--- src/rtl/seg_pkg.sv ---
// Shared types and constants for the score-to-7-segment display path.
// Contents: score/digit widths, saturation limit, BCD digit type, controller
// state enum and the double-dabble nibble adjust helper.
package seg_pkg;

   localparam int unsigned SCORE_W    = 14;
   localparam logic [SCORE_W-1:0] SCORE_MAX = 14'd9999;
   localparam int unsigned NUM_DIGITS = 4;
   localparam int unsigned BCD_W      = 4 * NUM_DIGITS;
   localparam int unsigned CNT_W      = 4;

   typedef logic [3:0] bcd_t;

   typedef enum logic [1:0] {
      IDLE,
      SHIFT,
      COMMIT
   } seg_score_state_e;

   // Add 3 to a nibble of 5 or more; the result never exceeds 12, so no carry out.
   function automatic bcd_t dabble_adj(input bcd_t d);
      return (d >= 4'd5) ? 4'(d + 4'd3) : d;
   endfunction

endpackage

--- src/rtl/seg_blink_timer.sv ---
// Blink phase generator for the score display.
// Ports:
//   clk_i          clock
//   rst_i          asynchronous active-high reset
//   blink_i        1 = run the blink counter, 0 = hold counter and phase cleared
//   blink_phase_o  1 = display should be blanked
// The phase toggles every HALF_PERIOD cycles while blink_i is high, so the
// first blank phase starts HALF_PERIOD cycles after blink_i rises.
module seg_blink_timer #(
   parameter int unsigned HALF_PERIOD = 500
) (
   input  logic clk_i,
   input  logic rst_i,
   input  logic blink_i,
   output logic blink_phase_o
);

   localparam int unsigned CNT_W = (HALF_PERIOD > 1) ? $clog2(HALF_PERIOD) : 1;

   logic [CNT_W-1:0] cnt_q;

   // Half-period counter and phase flop; dropping blink_i clears both.
   always_ff @(posedge clk_i or posedge rst_i) begin
      if (rst_i) begin
         cnt_q         <= '0;
         blink_phase_o <= 1'b0;
      end else if (!blink_i) begin
         cnt_q         <= '0;
         blink_phase_o <= 1'b0;
      end else if (cnt_q == CNT_W'(HALF_PERIOD - 1)) begin
         cnt_q         <= '0;
         blink_phase_o <= ~blink_phase_o;
      end else begin
         cnt_q <= CNT_W'(cnt_q + 1'b1);
      end
   end

endmodule

--- src/rtl/seg_score_ctrl.sv ---
// Score-to-display controller for the Dino_run 7-segment path.
// Accepts a binary score over valid/ready, saturates it to 9999, converts it
// to four BCD digits with an iterative double-dabble engine (14 shifts) and
// registers digits plus leading-zero-blanking enables for the 4-digit driver.
// Optional macro SEG_SCORE_BLINK_EN adds a whole-display blink mask.
// Ports:
//   clk_i, rst_i                  clock, asynchronous active-high reset
//   score_i, score_valid_i        score input and its valid
//   score_ready_o, busy_o         idle/accepting, conversion in progress
//   blank_lz_i                    1 = suppress leading zeros
//   blink_i                       1 = flash display (blink build only)
//   digit0_o..digit3_o            BCD digits, digit0 least significant
//   digit0_en_o..digit3_en_o      per-digit display enables
module seg_score_ctrl
   import seg_pkg::*;
#(
   parameter int unsigned BLINK_HALF_PERIOD = 500
) (
   input  logic               clk_i,
   input  logic               rst_i,
   input  logic [SCORE_W-1:0] score_i,
   input  logic               score_valid_i,
   output logic               score_ready_o,
   output logic               busy_o,
   input  logic               blank_lz_i,
   input  logic               blink_i,
   output logic [3:0]         digit0_o,
   output logic [3:0]         digit1_o,
   output logic [3:0]         digit2_o,
   output logic [3:0]         digit3_o,
   output logic               digit0_en_o,
   output logic               digit1_en_o,
   output logic               digit2_en_o,
   output logic               digit3_en_o
);

   seg_score_state_e state_q, state_d;
   logic [SCORE_W-1:0]    shift_q, shift_d;
   logic [BCD_W-1:0]      bcd_q, bcd_d, bcd_adj;
   logic [CNT_W-1:0]      cnt_q, cnt_d;
   logic [BCD_W-1:0]      digits_q, digits_d;
   logic [NUM_DIGITS-1:0] en_q, en_d, en_out;
   logic [BCD_W+SCORE_W-1:0] shifted;
   logic                  ready_q, busy_q;

   // Next-state and datapath for the load / shift / commit sequence.
   always_comb begin
      state_d  = state_q;
      shift_d  = shift_q;
      bcd_d    = bcd_q;
      cnt_d    = cnt_q;
      digits_d = digits_q;
      en_d     = en_q;
      bcd_adj  = bcd_q;
      shifted  = {bcd_q, shift_q};

      for (int i = 0; i < int'(NUM_DIGITS); i++) begin
         bcd_adj[i*4 +: 4] = dabble_adj(bcd_q[i*4 +: 4]);
      end

      unique case (state_q)
         IDLE: begin
            if (score_valid_i) begin
               shift_d = (score_i > SCORE_MAX) ? SCORE_MAX : score_i;
               bcd_d   = '0;
               cnt_d   = '0;
               state_d = SHIFT;
            end
         end
         SHIFT: begin
            shifted = {bcd_adj, shift_q} << 1;
            bcd_d   = shifted[BCD_W+SCORE_W-1:SCORE_W];
            shift_d = shifted[SCORE_W-1:0];
            cnt_d   = CNT_W'(cnt_q + 1'b1);
            // This edge performs the last of the SCORE_W shifts.
            if (cnt_q == CNT_W'(SCORE_W - 1)) begin
               state_d = COMMIT;
            end
         end
         COMMIT: begin
            digits_d = bcd_q;
            en_d[0]  = 1'b1;
            en_d[1]  = !blank_lz_i || ((bcd_q[15:12] | bcd_q[11:8] | bcd_q[7:4]) != 4'd0);
            en_d[2]  = !blank_lz_i || ((bcd_q[15:12] | bcd_q[11:8]) != 4'd0);
            en_d[3]  = !blank_lz_i || (bcd_q[15:12] != 4'd0);
            state_d  = IDLE;
         end
         default: state_d = IDLE;
      endcase
   end

   // State, conversion datapath and registered outputs.
   always_ff @(posedge clk_i or posedge rst_i) begin
      if (rst_i) begin
         state_q  <= IDLE;
         shift_q  <= '0;
         bcd_q    <= '0;
         cnt_q    <= '0;
         digits_q <= '0;
         en_q     <= NUM_DIGITS'(1);
         ready_q  <= 1'b1;
         busy_q   <= 1'b0;
      end else begin
         state_q  <= state_d;
         shift_q  <= shift_d;
         bcd_q    <= bcd_d;
         cnt_q    <= cnt_d;
         digits_q <= digits_d;
         en_q     <= en_d;
         ready_q  <= (state_d == IDLE);
         busy_q   <= (state_d != IDLE);
      end
   end

`ifdef SEG_SCORE_BLINK_EN
   logic blink_phase;

   seg_blink_timer #(
      .HALF_PERIOD (BLINK_HALF_PERIOD)
   ) u_blink (
      .clk_i         (clk_i),
      .rst_i         (rst_i),
      .blink_i       (blink_i),
      .blink_phase_o (blink_phase)
   );

   // Blank phase masks all enables after the enable registers.
   assign en_out = en_q & {NUM_DIGITS{~blink_phase}};
`else
   logic unused_blink;

   assign unused_blink = blink_i ^ (BLINK_HALF_PERIOD == 0);
   assign en_out       = en_q;
`endif

   assign score_ready_o = ready_q;
   assign busy_o        = busy_q;
   assign digit0_o      = digits_q[3:0];
   assign digit1_o      = digits_q[7:4];
   assign digit2_o      = digits_q[11:8];
   assign digit3_o      = digits_q[15:12];
   assign digit0_en_o   = en_out[0];
   assign digit1_en_o   = en_out[1];
   assign digit2_en_o   = en_out[2];
   assign digit3_en_o   = en_out[3];

endmodule

--- config.mk ---
export PLATFORM = sky130hd
export DESIGN_NAME = seg_score_ctrl
export DESIGN_NICKNAME = d
export VERILOG_FILES = /design/src/rtl/seg_pkg.sv /design/src/rtl/seg_blink_timer.sv /design/src/rtl/seg_score_ctrl.sv
export SDC_FILE = /design/constraint.sdc
export NUM_CORES = 1
export LEC_CHECK = 0
export ABC_AREA = 1
export CAP_MARGIN = 20
export CORE_ASPECT_RATIO = 0.5
export CORE_MARGIN = 2
export CORE_UTILIZATION = 36
export CTS_CLUSTER_DIAMETER = 40
export CTS_CLUSTER_SIZE = 8
export DETAILED_ROUTE_END_ITERATION = 10
export DONT_BUFFER_PORTS = 1
export PLACE_DENSITY = 0.61
export SYNTH_ARGS = -nofsm -noshare
export SYNTH_HDL_FRONTEND = slang
export SYNTH_SLANG_ARGS = --single-unit
--- constraint.sdc ---
create_clock -name clk_i -period 2.27 [get_ports clk_i]
set_clock_uncertainty 0.15 [all_clocks]
set_input_delay 0.454 -clock clk_i [delete_from_list [all_inputs] [get_ports clk_i]]
set_output_delay 0.454 -clock clk_i [all_outputs]
set_load 0.02 [all_outputs]
==> impl_metrics.csv <==
group,metric,value,unit
power_and_ir_drop,pwr-share-clk,25.5,%
drt,avgRoutedWirePerCell,12.89,um
floorplanning,row_count,22,
power_and_ir_drop,p_total,0.004660,W
synthesis,yosys_warnings,0,
synthesis,synthFlopType,"dfrtp_1",
clock_network,insertion_delay,0.33,ns
synthesis,synth-simple-area-share,23.70,%
clock_network,clk_pin_slew,0.05,ns
drt,drt_first_pass_iters,4,
drt,vias,2133,
timing,clock.fmax,569.2,MHz
clock_network,cts_sinks,57,
global_routing,grt_pass1_vias,2189,
clock_network,clk_path_buf_depth,2,
timing,worst_slack,0.5130,ns
drt,drt_wl_total,5609,um
finish,n_antenna_cell,0,
clock_network,htreeDepth,3,
synthesis,async_flop_share,100.0,%
synthesis,synthMuxAreaShare,0,%
job,cap_violations,0,
synthesis,synth_nets,362,
clock_network,cts_tree,"done",
outcome,status,"completed",
drt,drt_iter0_markers,102,
timing,post-route-period-util,77.40,%
placement,io_buffers,0,
min_path,hp-class,"in2reg",
synthesis,synth_compound_area_share,11.32,%
floorplanning,start_util,37.28,%
synthesis,synth_area_leaders,"dfrtp_1, nand2_1, o21ai_0, nor2_1, ha_1",
synthesis,yosys.area_share.adder,5.023,%
global_routing,grt_max_degree,58,
synthesis,seq_area_frac_synth,52.10,%
placement,place_area,2825,um2
power_and_ir_drop,p_switching,0.001868,W
timing,period_needed,1.757,ns
synthesis,yosysMostFrequentCell,"nand2_1",
synthesis,synthDominantCellAreaShare,51.14,%
floorplanning,core,7350,um2
global_routing,antenna_found_initial,0,
synthesis,synth_area_leader_cell,"dfrtp_1",
power_and_ir_drop,pwr-share-seq,40.9,%
floorplanning,chipWidth,127.4,um
placement,place_congestion,0.8006,
global_routing,grt_pass1_wl,9867,um
synthesis,synth_edf_count,0,
timing,setup_violations,0,
power_and_ir_drop,power_frac_comb,33.5,%
synthesis,netlist_area,2740,um2
timing,fin_hold_ws,0.1175,ns
timing,slew_viol_final,0,
synthesis,synth_cell_types,26,
setup_path,required,2.33,ns
drt,via_per_inst,4.903,
clock_network,root_buffer,"clkbuf_16",
synthesis,synth-seq-cells,57,
power_and_ir_drop,p_leak,1.518,nW
finish,fin_nets,365,
floorplanning,pin_count,41,
drt,drc,0,
synthesis,synth-xor-area-share,0.6393,%
timing,worstMarginPinSlew,0.5069,ns
power_and_ir_drop,power_density,1506,nW/um2
timing,tns,0,ns
global_routing,globalRouteOverflowTotal,0,
timing,finalHoldViolCount,0,
setup_path,worst_ep_arrival_time,1.82,ns
power_and_ir_drop,p_int,0.002791,W
finish,layout-drive-gt1-share,5.900,%
synthesis,synth_top_family_by_area,"simple AND/OR/NAND/NOR gates",
timing,relSlewSlack,66.08,%
timing,rsz0062_at_grt,"no",
placement,dpl.hpwl,3733,um
floorplanning,die_area,8368,um2
setup_path,worstSetupEndpointType,"register",
synthesis,syn_avg_cell_area,8.253,um2
setup_path,startpoint_type,"register",
clock_network,cts_buffers,9,
power_and_ir_drop,netSwitchingFraction,40.10,%
finish,area_growth_syn_to_layout,12.88,%
placement,dp_slack,0.5115,ns
clock_network,cts_setup_buffers,0,
synthesis,syn_inst,332,
drt,ant_nets,0,
synthesis,synth_top_cells_by_count,"nand2_1, dfrtp_1, nor2_1",
global_routing,grt_use_total,15.45,%
floorplanning,die_h,65.69,um
power_and_ir_drop,irDropWorstVdd,0.0004901,V
finish,finalInstanceArea,3093,um2
setup_path,worstPathMaxFanout,23,
setup_path,criticalPathCategory,"reg2reg",
-- registers in the layout, summed over array words and instances (netlist names) --
name and flops:
shift_q 14, state_q 2, digits_q 16, en_out 3, score_ready_o 1, cnt_q 4
bcd_q 16, busy_o 1
-- timing repair --
item | 4_1_cts | 5_1_grt
gates resized for setup | 0 | 0
hold buffers | 1 | 0
endpoints found under the hold margin | 56 | 0
-- through the flow --
step / utilization [%] / instances
after floorplan: - / 332
after global placement: 38.44 / 419
after detailed placement: 38.44 / 419
after CTS: 42.08 / 435
after global routing: 42.08 / 435
final: 42.08 / 435
-- cells by family after synthesis --
family / Yosys count
AND/OR/NAND/NOR: 160
flip-flops: 57
AO/OA/AOI/OAI: 56
buffers and inverters: 45
adder cells (fa/ha/maj): 11
XOR/XNOR: 2
other: 1
-- layout by cell type, fill, tap and decap left out, drive strengths merged --
cell type     n
conb          1
dfrtp        56
dfstp         1
nor3          1
o221ai        1
xor2          2
a41oi         1
o22ai         4
o21ai        37
ha           11
nand4         3
a22oi         5
buf           3
nand2        95
nand3        20
a21oi         6
clkbuf       15
inv          33
dlygate4sd3   1
o211ai        2
nor2         41
-- area by class of cell --
cell class	instances	area, um2
timing repair buffer	4	45.04
tap	96	120.1
multi-input combinational	230	1119
clock buffer	15	257.7
inverter	33	123.9
fill	746	4257
sequential	57	1428
-- power groups by stage --
stage	Clock, W	Combinational, W	Sequential [W]
4_1_cts	0.00123	0.00158	0.00191
6_report	0.00119	0.00156	0.00191
5_1_grt	0.00127	0.00187	0.00196
3_5_place_dp	0	0.00157	0.00192
3_3_place_gp	0	0.00149	0.00191
2_1_floorplan	0	0.00130	0.00185
-- metal layers --
metal	GRT usage (%)	up-vias	share of wire [%]
li1	-	1068	-
met1	17.86	1017	49
met2	24.73	38	45
met3	6.352	10	4.5
met4	8.516	0	2.0
met5	0	-	0
-- path summary, 6_finish.rpt --
path	from	end	slack [ns]	cells after the start
min reg2reg	shift_q[8]	shift_q[8]	0.33	2
max in group asynchronous	rst_i	score_ready_o	1.19	3
min	blank_lz_i	en_out[3]	0.12	1
max reg2reg	state_q[0]	shift_q[3]	0.51	8
min in group asynchronous	rst_i	digits_q[4]	0.49	3
max	state_q[0]	shift_q[3]	0.51	8
-- critical path: stages (launching register included) --
cell	delay [ns]
dfrtp_1	0.38
inv_2	0.09
nor2_4	0.04
inv_2	0.21
nand2_4	0.21
inv_2	0.35
nor2_1	0.09
nand2_1	0.08
nand2_1	0.05
Power figures use the tool's default switching activity.
